`config.mk`:
```
export PLATFORM = sky130hd
export DESIGN_NAME = fixed_to_bcd_flat
export DESIGN_NICKNAME = d
export VERILOG_FILES = /design/src/rtl/fixed_to_bcd_if.sv /design/src/rtl/fixed_to_bcd.sv /design/src/flat_wrapper.sv
export SDC_FILE = /design/constraint.sdc
export NUM_CORES = 1
export LEC_CHECK = 0
export CAP_MARGIN = 10
export CORE_MARGIN = 2
export CORE_UTILIZATION = 60
export DETAILED_ROUTE_END_ITERATION = 10
export PLACE_DENSITY = 0.95
export SYNTH_ARGS = -nofsm -noshare
export SYNTH_HDL_FRONTEND = slang
export SYNTH_SLANG_ARGS = --single-unit
```
`constraint.sdc`:
```
create_clock -name clk -period 4.7 [get_ports clk]
set_input_delay 0.94 -clock clk [delete_from_list [all_inputs] [get_ports clk]]
set_output_delay 0.94 -clock clk [all_outputs]
set_load 0.01 [all_outputs]
```
`src/rtl/fixed_to_bcd_if.sv`:
```
// rtl/fixed_to_bcd_if.sv - handshake and data bundle between float decoder, BCD converter and display stage
interface fixed_to_bcd_if #(
    parameter int FRAC_DIGITS = 4
);
    logic                       in_valid;
    logic                       in_ready;
    logic                       in_sign;
    logic [15:0]                in_int;
    logic [15:0]                in_frac;
    logic                       out_valid;
    logic                       out_ready;
    logic                       out_neg;
    logic [19:0]                out_int_bcd;
    logic [4*FRAC_DIGITS-1:0]   out_frac_bcd;
    logic                       busy;

    modport master (
        output in_valid, in_sign, in_int, in_frac, out_ready,
        input  in_ready, out_valid, out_neg, out_int_bcd, out_frac_bcd, busy
    );

    modport slave (
        input  in_valid, in_sign, in_int, in_frac, out_ready,
        output in_ready, out_valid, out_neg, out_int_bcd, out_frac_bcd, busy
    );
endinterface

```
`src/rtl/fixed_to_bcd.sv`:
```
// rtl/fixed_to_bcd.sv - sequential signed fixed-point to packed BCD converter
module fixed_to_bcd #(
    parameter int FRAC_DIGITS = 4
) (
    input  logic          clk,
    input  logic          rst_n,
    fixed_to_bcd_if.slave bus
);
    localparam int FW = 4 * FRAC_DIGITS;

    typedef enum logic [1:0] {
        S_IDLE,
        S_INT,
        S_FRAC,
        S_DONE
    } state_t;

    state_t         state;
    logic [4:0]     cnt;
    logic [19:0]    bcd;
    logic [15:0]    bin;
    logic [15:0]    frac_f;
    logic [FW-1:0]  frac_sr;
    logic           neg_r;
    logic           out_valid_r;
    logic           out_neg_r;
    logic [19:0]    out_int_r;
    logic [FW-1:0]  out_frac_r;

    logic [15:0]    mag;
    logic [15:0]    frac_in;
    logic [18:0]    prod;
    logic [FW-1:0]  frac_next;

    // Add-3 pass applied to every nibble before each shift of the double-dabble.
    function automatic logic [19:0] dabble(input logic [19:0] b);
        logic [19:0] r;
        r = b;
        for (int i = 0; i < 5; i++) begin
            if (b[4*i +: 4] >= 4'd5)
                r[4*i +: 4] = b[4*i +: 4] + 4'd3;
        end
        return r;
    endfunction

    always_comb begin
        mag       = bus.in_sign ? (~bus.in_int + 16'd1) : bus.in_int;
        // Bit 15 of the fraction carries no weight; it is masked off at latch time.
        frac_in   = bus.in_frac & 16'h7FFF;
        prod      = 19'(frac_f) * 19'd10;
        frac_next = FW'({frac_sr, prod[18:15]});
    end

    always_ff @(posedge clk or negedge rst_n) begin
        if (!rst_n) begin
            state       <= S_IDLE;
            cnt         <= 5'd0;
            bcd         <= 20'd0;
            bin         <= 16'd0;
            frac_f      <= 16'd0;
            frac_sr     <= '0;
            neg_r       <= 1'b0;
            out_valid_r <= 1'b0;
            out_neg_r   <= 1'b0;
            out_int_r   <= 20'd0;
            out_frac_r  <= '0;
        end else begin
            case (state)
                S_IDLE: begin
                    if (bus.in_valid) begin
                        bin     <= mag;
                        bcd     <= 20'd0;
                        frac_f  <= frac_in;
                        frac_sr <= '0;
                        neg_r   <= bus.in_sign && (mag != 16'd0);
                        cnt     <= 5'd0;
                        state   <= S_INT;
                    end
                end
                S_INT: begin
                    {bcd, bin} <= {dabble(bcd), bin} << 1;
                    if (cnt == 5'd15) begin
                        cnt   <= 5'd0;
                        state <= S_FRAC;
                    end else begin
                        cnt <= cnt + 5'd1;
                    end
                end
                S_FRAC: begin
                    frac_f  <= {1'b0, prod[14:0]};
                    frac_sr <= frac_next;
                    if (cnt == 5'(FRAC_DIGITS - 1)) begin
                        cnt         <= 5'd0;
                        out_valid_r <= 1'b1;
                        out_neg_r   <= neg_r;
                        out_int_r   <= bcd;
                        out_frac_r  <= frac_next;
                        state       <= S_DONE;
                    end else begin
                        cnt <= cnt + 5'd1;
                    end
                end
                S_DONE: begin
                    if (bus.out_ready) begin
                        out_valid_r <= 1'b0;
                        state       <= S_IDLE;
                    end
                end
                default: state <= S_IDLE;
            endcase
        end
    end

    assign bus.in_ready     = (state == S_IDLE);
    assign bus.busy         = (state == S_INT) || (state == S_FRAC);
    assign bus.out_valid    = out_valid_r;
    assign bus.out_neg      = out_neg_r;
    assign bus.out_int_bcd  = out_int_r;
    assign bus.out_frac_bcd = out_frac_r;
endmodule

```
`src/flat_wrapper.sv`:
```
// flat-port wrapper written by rule: the top's interface ports become plain ports
module fixed_to_bcd_flat 
#(
    parameter int FRAC_DIGITS = 4
)
  (clk, rst_n, bus_in_valid, bus_in_sign, bus_in_int, bus_in_frac, bus_out_ready, bus_in_ready, bus_out_valid, bus_out_neg, bus_out_int_bcd, bus_out_frac_bcd, bus_busy);
  fixed_to_bcd_if #(.FRAC_DIGITS(FRAC_DIGITS)) bus_i ();
  input  logic clk;
  input  logic rst_n;
  input wire logic [$bits(bus_i.in_valid)-1:0] bus_in_valid;
  input wire logic [$bits(bus_i.in_sign)-1:0] bus_in_sign;
  input wire logic [$bits(bus_i.in_int)-1:0] bus_in_int;
  input wire logic [$bits(bus_i.in_frac)-1:0] bus_in_frac;
  input wire logic [$bits(bus_i.out_ready)-1:0] bus_out_ready;
  output wire logic [$bits(bus_i.in_ready)-1:0] bus_in_ready;
  output wire logic [$bits(bus_i.out_valid)-1:0] bus_out_valid;
  output wire logic [$bits(bus_i.out_neg)-1:0] bus_out_neg;
  output wire logic [$bits(bus_i.out_int_bcd)-1:0] bus_out_int_bcd;
  output wire logic [$bits(bus_i.out_frac_bcd)-1:0] bus_out_frac_bcd;
  output wire logic [$bits(bus_i.busy)-1:0] bus_busy;
  assign bus_i.in_valid = bus_in_valid;
  assign bus_i.in_sign = bus_in_sign;
  assign bus_i.in_int = bus_in_int;
  assign bus_i.in_frac = bus_in_frac;
  assign bus_i.out_ready = bus_out_ready;
  assign bus_in_ready = bus_i.in_ready;
  assign bus_out_valid = bus_i.out_valid;
  assign bus_out_neg = bus_i.out_neg;
  assign bus_out_int_bcd = bus_i.out_int_bcd;
  assign bus_out_frac_bcd = bus_i.out_frac_bcd;
  assign bus_busy = bus_i.busy;
  fixed_to_bcd #(.FRAC_DIGITS(FRAC_DIGITS)) u_core (.clk(clk), .rst_n(rst_n), .bus(bus_i));
endmodule
```
==> results.md <==
| Parameter | Reported | Unit |
| --- | --- | --- |
| Cell count after synthesis | 635 | - |
| Synth warnings | 0 | - |
| Type of the tightest min-delay check | flop to flop | - |
| Clk Tree Root Cell | clkbuf_8 | - |
| P_int | 2.123 | mW |
| Area share of and/or/nand/nor cells after synthesis | 0.1455 | - |
| Data arrival at the endpoint of the critical path | 3360 | ps |
| Post-synthesis sequential area ratio | 0.4467 | - |
| Buffers inserted during post-CTS setup optimization | 0 | - |
| Number of cell rows | 36 | - |
| Flip-flop and latch count after synthesis | 109 | - |
| Register share of total power | 0.355 | - |
| Worst Max-Slew Pin Slew | 1098 | ps |
| Final RePlAce weighted congestion | 0.9086 | - |
| Shortest clock period the worst path allows after layout | 3108 | ps |
| Worst Setup Path Type | input port to flop | - |
| # hold bufs at CTS | 0 | - |
| Height of the chip | 104.9 | µm |
| Buffers & Inverters on Critical Path | 1 | - |
| Share of the cycle needed by the critical path after routing | 0.6612 | - |
| Total GRT Usage | 0.2528 | - |
| Synthesized area per cell | 9.616 | µm² |
| EDFF count, synth | 0 | - |
| Largest net degree at the start of global routing | 84 | - |
| Antenna diode count | 0 | - |
| Share of flip-flops with an asynchronous set or reset after synthesis | 1.000 | - |
| Crit path capture type | flop | - |
| P&R area growth vs syn | 17.19 | % |
| Port buffer count | 75 | - |
| Worst slack at placement | 1235 | ps |
| Part of the total power dissipated in the clock network | 0.142 | - |
| CTS tree | built | - |
| RSZ-0062 raised after global routing | no | - |
| Largest family of logic cells by synthesized area | compound AO/OA/AOI/OAI gates | - |
| Fin worst setup slack | 1592 | ps |
| Initial standard-cell utilization of the core | 0.6218 | - |
| Power per cell area | 516.6 | mW/mm² |
| Overflow left after global routing | 0 | - |
| Total Wirelength | 13,090 | µm |
| Number of optimization iterations in the first detailed-route pass | 5 | - |
| Via-per-instance ratio | 5.907 | - |
| Via count of the first global-routing pass | 4,989 | - |
| Proportion of total power due to net switching | 0.4258 | - |
| Detailed Route Iter0 Violations | 252 | - |
| Clock Path Buffers | 2 | - |
| Synthesized-area fraction occupied by ao, oa, aoi and oai cells | 0.1529 | - |
| Post-synthesis mux area share | 0.08238 | - |
| Horizontal die dimension | 104.9 | µm |
| Main flop type after synthesis | dfrtp_1 | - |
| Commonest non-fill, non-tap cell in the layout | dfrtp_1 | - |
| Number of max-capacitance violations reported | 0 | - |
| Area occupied by registers | 0.002728 | mm² |
| Adder and majority gate portion of the synthesized area | 0.09549 | - |
| Number of antenna-violating nets in the routed design | 0 | - |
| Die area | 0.01100 | mm² |
| Global-route wire length before repair | 22,810 | µm |
| Residual DRC | 0 | - |
| Layout fillers | 721 | - |
| PostCTS Resize Cnt | 0 | - |
| Kind of cell with the highest combined delay on the critical path | simple AND/OR/NAND/NOR gates | - |
| Net count after synthesis | 718 | - |
| Startpoint types | input port | - |
| Footprint of the multi-input gates | 0.003206 | mm² |
| Final sum of negative setup slack | 0 | ps |
| Top Ports | 77 | - |
| Routed vias | 4,956 | - |
| Result of the run | complete, no violations | - |
| CTS buffer count | 9 | - |
| Clock transition at the register clock pins on the worst setup and hold paths after CTS | 100 | ps |
| Final-report max-slew violation count | 0 | - |
| Data required time of the critical path | 4950 | ps |
| Mapped cell area | 0.006106 | mm² |
| Avg WL per Cell | 15.60 | µm |
| Tightest slew margin relative to the limit | 0.2662 | - |
| Distinct cell type count after synthesis | 56 | - |
| Later-pin clock latency in the skew report | 370 | ps |
| Fmax achieved | 321.8 | MHz |
| Setup violators final | 0 | - |
| CTS HTree Levels | 3 | - |
| Placed Instance Area | 0.006979 | mm² |
| Highest-count cells in the layout ignoring fill and taps | 109 x dfrtp_1, 100 x nand2_1, 80 x o21ai_0, 74 x clkdlybuf4s50_1, 45 x ha_1 | - |
| Cell-by-cell listing of the critical path | clkdlybuf4s50_1 > or3_4 > or4_1 > o21ai_1 > a32oi_1 > nor4_2 > a31oi_1 | - |
| Core Footprint | 0.009819 | mm² |
| Switching component of the power | 1.574 | mW |
| Net total in the final layout | 784 | - |
| Final worst clock skew | 10.01 | ps |
| Final instance area | 0.007156 | mm² |
| Number of antenna violations at the first check in global routing | 0 | - |
| Estimated wirelength of the detail-placed design | 9641 | µm |
| Peak per-stage delay on the critical path | 650 | ps |
| Power share of the combinational group | 0.503 | - |
| XOR/XNOR Fraction of Synth Area | 0.04590 | - |
| Crit-path max FO | 6 | - |
| Max stage delay cell, worst path | or4_1 | - |
| CTS Sinks | 109 | - |
| Fraction of layout cells with a size suffix above 1 | 0.08782 | - |
| Static Leakage | 3.320 | nW |
| Hold violation count in the final report | 0 | - |
| Worst ir drop on vdd | 0.5881 | mV |
[logic make-up after synthesis]
family / count (synthesis)
AO/OA/AOI/OAI: 161
XOR/XNOR: 32
adder cells (fa/ha/maj): 46
buffers and inverters: 50
flip-flops: 109
multiplexers: 47
AND/OR/NAND/NOR: 190
[synth_stat cells (10+ instances only)]
| cell | count | area (µm²) |
|---|---|---|
| dfrtp_1 | 109 | 2728 |
| nand2_1 | 101 | 379.1 |
| o21ai_0 | 80 | 400.4 |
| ha_1 | 45 | 563.0 |
| a21oi_1 | 35 | 175.2 |
| mux2_2 | 26 | 292.8 |
| inv_1 | 24 | 90.09 |
| nor2_1 | 24 | 90.09 |
| xnor2_1 | 22 | 192.7 |
| mux2i_1 | 21 | 210.2 |
| clkbuf_1 | 18 | 67.56 |
| nand3_1 | 13 | 65.06 |
| nand2b_1 | 10 | 62.56 |
| xor2_1 | 10 | 87.58 |
[worst paths after layout]
path / start / to / slack (ps) / cells past startpoint
min in group asynchronous: rst_n / u_core.bus.out_frac_bcd[5] / 740 / 1
min reg2reg: u_core.frac_sr[11] / u_core.frac_sr[11] / 490 / 2
max in group asynchronous: rst_n / u_core.bus.out_frac_bcd[14] / 3010 / 2
max reg2reg: u_core.frac_f[1] / u_core.bus.out_frac_bcd[1] / 1880 / 9
max: bus_in_int[8] / u_core.neg_r / 1590 / 7
min: u_core.frac_sr[11] / u_core.frac_sr[11] / 490 / 2
[power by group through the flow]
stage | combinational (mW) | clock [mW] | sequential [mW]
2_1_floorplan | 1.34 | 0 | 1.29
3_3_place_gp | 1.71 | 0 | 1.31
3_5_place_dp | 1.84 | 0 | 1.33
4_1_cts | 1.85 | 0.531 | 1.31
5_1_grt | 2.08 | 0.572 | 1.34
6_report | 1.86 | 0.524 | 1.31
[flip-flops by register name, summed over array words and instances, names as in the netlist]
register                 flops
u_core.frac_sr              12
u_core.neg_r                 1
u_core.state                 2
u_core.bcd                  20
u_core.bus.out_neg           1
u_core.frac_f               15
u_core.cnt                   5
u_core.bus.out_frac_bcd     16
u_core.bin                  16
u_core.bus.out_valid         1
u_core.bus.out_int_bcd      20
[worst min-delay path, delay by kind of cell (launching register included)]
family        cells  cell delay [ps]
flops             1              360
simple gates      2              100
[routing by layer]
layer,global-route usage,share of wire,up-vias
met5,0,0,-
li1,-,-,2358
met4,0.08190,0.017,0
met2,0.4578,0.52,160
met3,0.04055,0.047,24
met1,0.3069,0.42,2414
[stage by stage]
stage / hold WS (ps) / cells / util / total power, mW
after floorplan: 434.8 / 635 / - / 2.626
after global placement: 448.7 / 823 / 0.7108 / 3.024
after detailed placement: 464.9 / 823 / 0.7108 / 3.167
after CTS: 487.6 / 839 / 0.7287 / 3.687
after global routing: 517.4 / 839 / 0.7287 / 3.989
final: 486.0 / 839 / 0.7287 / 3.696
[area by class of cell]
class	count	share of cell area
multi-input cells	476	0.4480
flip-flops and latches	109	0.3812
repair buffers	80	0.1098
well taps	133	0.02326
clock buffers	11	0.01976
inverters	25	0.01311
clock inverters	5	0.004896
(Power assumes the default switching activity.)
